==> config.mk <==
export PLATFORM = sky130hd
export DESIGN_NAME = booth_seq_multiplier
export DESIGN_NICKNAME = d
export VERILOG_FILES = /design/src/rtl/booth_seq_multiplier.sv
export SDC_FILE = /design/constraint.sdc
export NUM_CORES = 1
export LEC_CHECK = 0
export CAP_MARGIN = 20
export CORE_UTILIZATION = 49
export CTS_CLUSTER_SIZE = 16
export DETAILED_ROUTE_END_ITERATION = 8
export HOLD_SLACK_MARGIN = 0.1
export PLACE_DENSITY = 0.76
export REMOVE_ABC_BUFFERS = 1
export SYNTH_ARGS = -nofsm -noshare
export SYNTH_HDL_FRONTEND = slang
export SYNTH_SLANG_ARGS = --single-unit
export TNS_END_PERCENT = 20
==> constraint.sdc <==
create_clock -name clk -period 2.7 [get_ports clk]
set_clock_uncertainty 0.15 [all_clocks]
set_input_delay 0.54 -clock clk [delete_from_list [all_inputs] [get_ports clk]]
set_output_delay 0.54 -clock clk [all_outputs]
set_load 0.005 [all_outputs]
==> src/rtl/booth_seq_multiplier.sv <==
// Sequential radix-2 Booth multiplier, WIDTH x WIDTH -> 2*WIDTH, signed or unsigned per operation.
module booth_seq_multiplier #(
   parameter int unsigned WIDTH = 8
) (
   input  logic                 clk,
   input  logic                 rst_n,
   input  logic                 start,
   input  logic                 is_signed,
   input  logic [WIDTH-1:0]     A,
   input  logic [WIDTH-1:0]     B,
   output logic [2*WIDTH-1:0]   Product,
   output logic                 ready,
   output logic                 busy
);

   // Operands carry one extra bit so unsigned values become non-negative signed values.
   localparam int unsigned E  = WIDTH + 1;
   localparam int unsigned CW = $clog2(E + 1);

   typedef enum logic [1:0] {
      S_IDLE,
      S_RUN,
      S_DONE
   } state_t;

   state_t         state_q;
   state_t         state_d;

   logic [E-1:0]   m_q;
   logic [E:0]     h_q;
   logic [E-1:0]   q_q;
   logic           q_m1_q;
   logic [CW-1:0]  cnt_q;

   logic           accept_c;
   logic           last_c;
   logic [E-1:0]   a_ext_c;
   logic [E-1:0]   b_ext_c;
   logic [E:0]     m_sext_c;
   logic [E:0]     h_add_c;
   logic [E:0]     h_nxt_c;
   logic [E-1:0]   q_nxt_c;
   logic           q_m1_nxt_c;

   assign accept_c = start && !busy;
   assign last_c   = (state_q == S_RUN) && (cnt_q == CW'(E - 1));
   assign a_ext_c  = is_signed ? {A[WIDTH-1], A} : {1'b0, A};
   assign b_ext_c  = is_signed ? {B[WIDTH-1], B} : {1'b0, B};
   assign m_sext_c = {m_q[E-1], m_q};

   // One Booth step: conditional add/subtract of M, then arithmetic shift of {H,Q,q_m1}.
   always_comb begin
      h_add_c = h_q;
      case ({q_q[0], q_m1_q})
         2'b01:   h_add_c = h_q + m_sext_c;
         2'b10:   h_add_c = h_q - m_sext_c;
         default: h_add_c = h_q;
      endcase
      h_nxt_c    = {h_add_c[E], h_add_c[E:1]};
      q_nxt_c    = {h_add_c[0], q_q[E-1:1]};
      q_m1_nxt_c = q_q[0];
   end

   // State register.
   always_ff @(posedge clk) begin
      if (!rst_n) state_q <= S_IDLE;
      else        state_q <= state_d;
   end

   // Next-state logic; IDLE and DONE hold until a start is accepted.
   always_comb begin
      state_d = state_q;
      case (state_q)
         S_IDLE:  if (start)  state_d = S_RUN;
         S_RUN:   if (last_c) state_d = S_DONE;
         S_DONE:  if (start)  state_d = S_RUN;
         default: state_d = S_IDLE;
      endcase
   end

   // Datapath and registered handshake outputs.
   always_ff @(posedge clk) begin
      if (!rst_n) begin
         m_q     <= '0;
         h_q     <= '0;
         q_q     <= '0;
         q_m1_q  <= 1'b0;
         cnt_q   <= '0;
         Product <= '0;
         ready   <= 1'b0;
         busy    <= 1'b0;
      end else if (accept_c) begin
         m_q     <= a_ext_c;
         h_q     <= '0;
         q_q     <= b_ext_c;
         q_m1_q  <= 1'b0;
         cnt_q   <= '0;
         ready   <= 1'b0;
         busy    <= 1'b1;
      end else if (state_q == S_RUN) begin
         h_q    <= h_nxt_c;
         q_q    <= q_nxt_c;
         q_m1_q <= q_m1_nxt_c;
         cnt_q  <= cnt_q + CW'(1);
         if (last_c) begin
            // Exact product fits in 2*WIDTH bits, so the low bits of {H,Q} are the result.
            Product <= {h_nxt_c[WIDTH-2:0], q_nxt_c};
            ready   <= 1'b1;
            busy    <= 1'b0;
         end
      end
   end

endmodule

==> impl_results.md <==
* CP Capture Type: register
* Yosys cell types at 41
* Avg Vias per Cell at 5.476
* Synthesis Warnings at 0
* Commonest cells post-synth: nand2_1 (56), dfxtp_1 (52), nor2_1 (26), a21oi_1 (20)
* H-tree depth at 2
* Hold_ws at 0.3096 ns
* Post-synthesis xor/xnor area fraction at 0.05053
* Min-Delay Path Class: reg2reg
* Max Transition Viols Final at 0
* Fmax at 0.3822 GHz
* CP arrival at 2.68 ns
* Initial core utilization at 0.5091
* CTS tree: done
* Power per Cell Area at 568.1 nW/um^2
* Top cell type's share of synthesized area at 0.4004
* Die area at 5602 um^2
* Worst VDD drop at 361.1 uV
* CP Launch Type: register
* Leakage at 1.312 nW
* Root Driver: clkbuf_8
* Hold Fails Final Rpt at 0
* Vias in the first global route at 2,201
* Worst slew margin at 0.7301
* Die height at 74.85 um
* Worst path required time at 2.76 ns
* Initial DRC count at 174
* Routability Congestion at 0.8582
* Final wirelength at 5.986 mm
* Post-synthesis simple-gate area fraction at 0.2055
* Outcome: complete, no violations
* Clock buffer depth at 2
* Total Power at 1.859 mW
* Main synth FF type: dfxtp_1
* GRT Overall Usage at 0.2303
* Post-route DRC at 0
* Critical path, cell by cell: inv_1 -> ha_1 -> nor2_1 -> xnor2_1 -> ha_1 -> a21oi_2 -> o21ai_1 -> or3_1 -> a31oi_2 -> xnor2_1 -> a31o_2
* Worst Path Buf+Inv at 1
* Critical-path top delay cell: dfxtp_4
* Drt first pass iters at 4
* Main combinational cell family by area after synthesis: simple AND/OR/NAND/NOR gates
* Post-route ant nets at 0
* Synth Register Bits at 52
* Worst setup path category: reg2reg
* Inserted Clock Buffers at 5
* Dpl cells at 413
* Synth Instances at 309
* Input/output buffers at 37
* Top Ports at 38
* Sink Count at 52
* CP delay by family, top: compound AO/OA/AOI/OAI gates
* Min Clock Period, post-route at 2.617 ns
* Post-Synth Adder-Cell Area at 0.07026
* Final HPWL DP at 4.201 mm
* EDFF count, synth at 0
* Period Utilization, post-route at 0.9691
* Max stage delay on crit path at 0.38 ns
* Area growth from synthesis to layout at 25.84%
* Die width at 74.85 um
* Layout cells sized above 1 at 0.1073
* Worst Tran Pin Value at 0.4017 ns
* Initial antenna violation count at 0
* Global-route wire length before repair at 9.839 mm
* Mapped Area at 2600 um^2
* Largest net degree at the start of global routing at 27
* Ys async rst share at 0
* Reg clk slew, reported paths at 0.10 ns
* Max FO, Critical Path at 5
* Unrepaired setup endpoints after global routing: true
* Top-count cell post-synth: nand2_1
* Core area at 5107 um^2
* Setup violations, final at 0
* Max Cap Viol at 0
* Vias at 2,322
* Final cell count without fillers at 424
* Synth Area in Compound Gates at 0.2050
* Largest area contributor in the netlist: dfxtp_1
* Synth top area cells: dfxtp_1 (40%), nand2_1 (8.1%), ha_1 (6.3%)
* Mux cell area share after synthesis at 0.03080
* Gr ovfl total at 0
* Average wire per standard cell at 14.12 um
* Final core occ at 0.6406
* Skew-Pair Late Insertion Delay at 0.31 ns
* Nets at 387
* Row cnt at 26
* Register area share after synthesis at 0.4004
* Avg Inst Size Synth at 8.414 um^2
* Antenna Cells at 0
[worst min-delay path, delay by kind of cell (launching register included)]
family	cells	cell delay [ns]
flip-flops	1	0.32
AND/OR/NAND/NOR	1	0.05
AO/OA/AOI/OAI	1	0.05
[sequential cells by signal, indices dropped and copies added (netlist names), 2 cells and up]
register  count
h_q           9
state_q       2
cnt_q         4
q_q           9
m_q           9
Product      16
[worst paths after layout]
kind           from     end  slack [ns]  cells after the start
max          m_q[1]  h_q[7]        0.08                     11
min          q_m1_q  q_m1_q        0.31                      2
max reg2reg  m_q[1]  h_q[7]        0.08                     11
min reg2reg  q_m1_q  q_m1_q        0.31                      2
[report_power, final]
group          internal (mW)  total [mW]  switching [mW]
clock                  0.303       0.564           0.260
sequential             0.796       0.824          0.0279
combinational          0.222       0.471           0.249
[cell families after synthesis]
logic type	count (synthesis)
AO/OA/AOI/OAI	74
XOR/XNOR	15
AND/OR/NAND/NOR	121
flip-flops	52
adder cells (fa/ha/maj)	14
multiplexers	8
buffers and inverters	25
[area by class of cell]
cell class / count / area, um^2
clock buffer: 6 / 82.58
clock inverter: 2 / 38.79
fill: 446 / 1836
inverter: 10 / 37.54
multi-input combinational: 232 / 1498
sequential: 52 / 1045
tap: 70 / 87.58
timing repair buffer: 52 / 483.0
[metrics by stage]
stage / setup WS (ns) / instance area (um^2) / TNS, ns
5_1_grt: -0.01622 / 3272 / -0.03710
2_1_floorplan: 0.1657 / 2540 / 0
4_1_cts: 0.01051 / 3214 / 0
3_3_place_gp: 0.1102 / 3088 / 0
6_report: 0.08332 / 3272 / 0
3_5_place_dp: -0.04269 / 3088 / -0.04269
[repair_timing]
| action | CTS | global route |
|---|---|---|
| resized for setup | 2 | 11 |
| hold buffers | 0 | 0 |
| setup endpoints to repair | 1 | 6 |
| pin swaps | 0 | 4 |
| setup buffers | 0 | 3 |
[routing by layer]
layer	vias up	GRT usage	routed length [um]
met5	-	0	0
met4	0	0.08176	91
met3	10	0.03213	199
met2	48	0.4084	2902
met1	1101	0.2851	2792
li1	1163	-	-
[layout by cell type (no fill, tap or decap), drive strengths merged, types with 2 or more instances in the layout]
cell / Yosys / layout
o21a: 3 / 3
a211oi: 3 / 3
inv: 10 / 10
o21ai: 6 / 6
nor2b: 7 / 7
nand2b: 4 / 4
dfxtp: 52 / 52
clkbuf: 11 / 6
a311o: 2 / 2
nor3: 5 / 5
a31oi: 2 / 2
clkdlybuf4s50: 0 / 37
xor2: 2 / 2
nand4: 2 / 2
a21oi: 20 / 20
and2: 4 / 4
nand2: 56 / 56
o2bb2ai: 6 / 6
a22o: 8 / 8
xnor2: 13 / 13
nor2: 27 / 27
buf: 4 / 15
o211a: 8 / 8
or3: 2 / 2
ha: 13 / 13
a21boi: 9 / 9
nand3: 13 / 13
mux2i: 8 / 8
No activity file was read; power rests on OpenSTA's default activity.
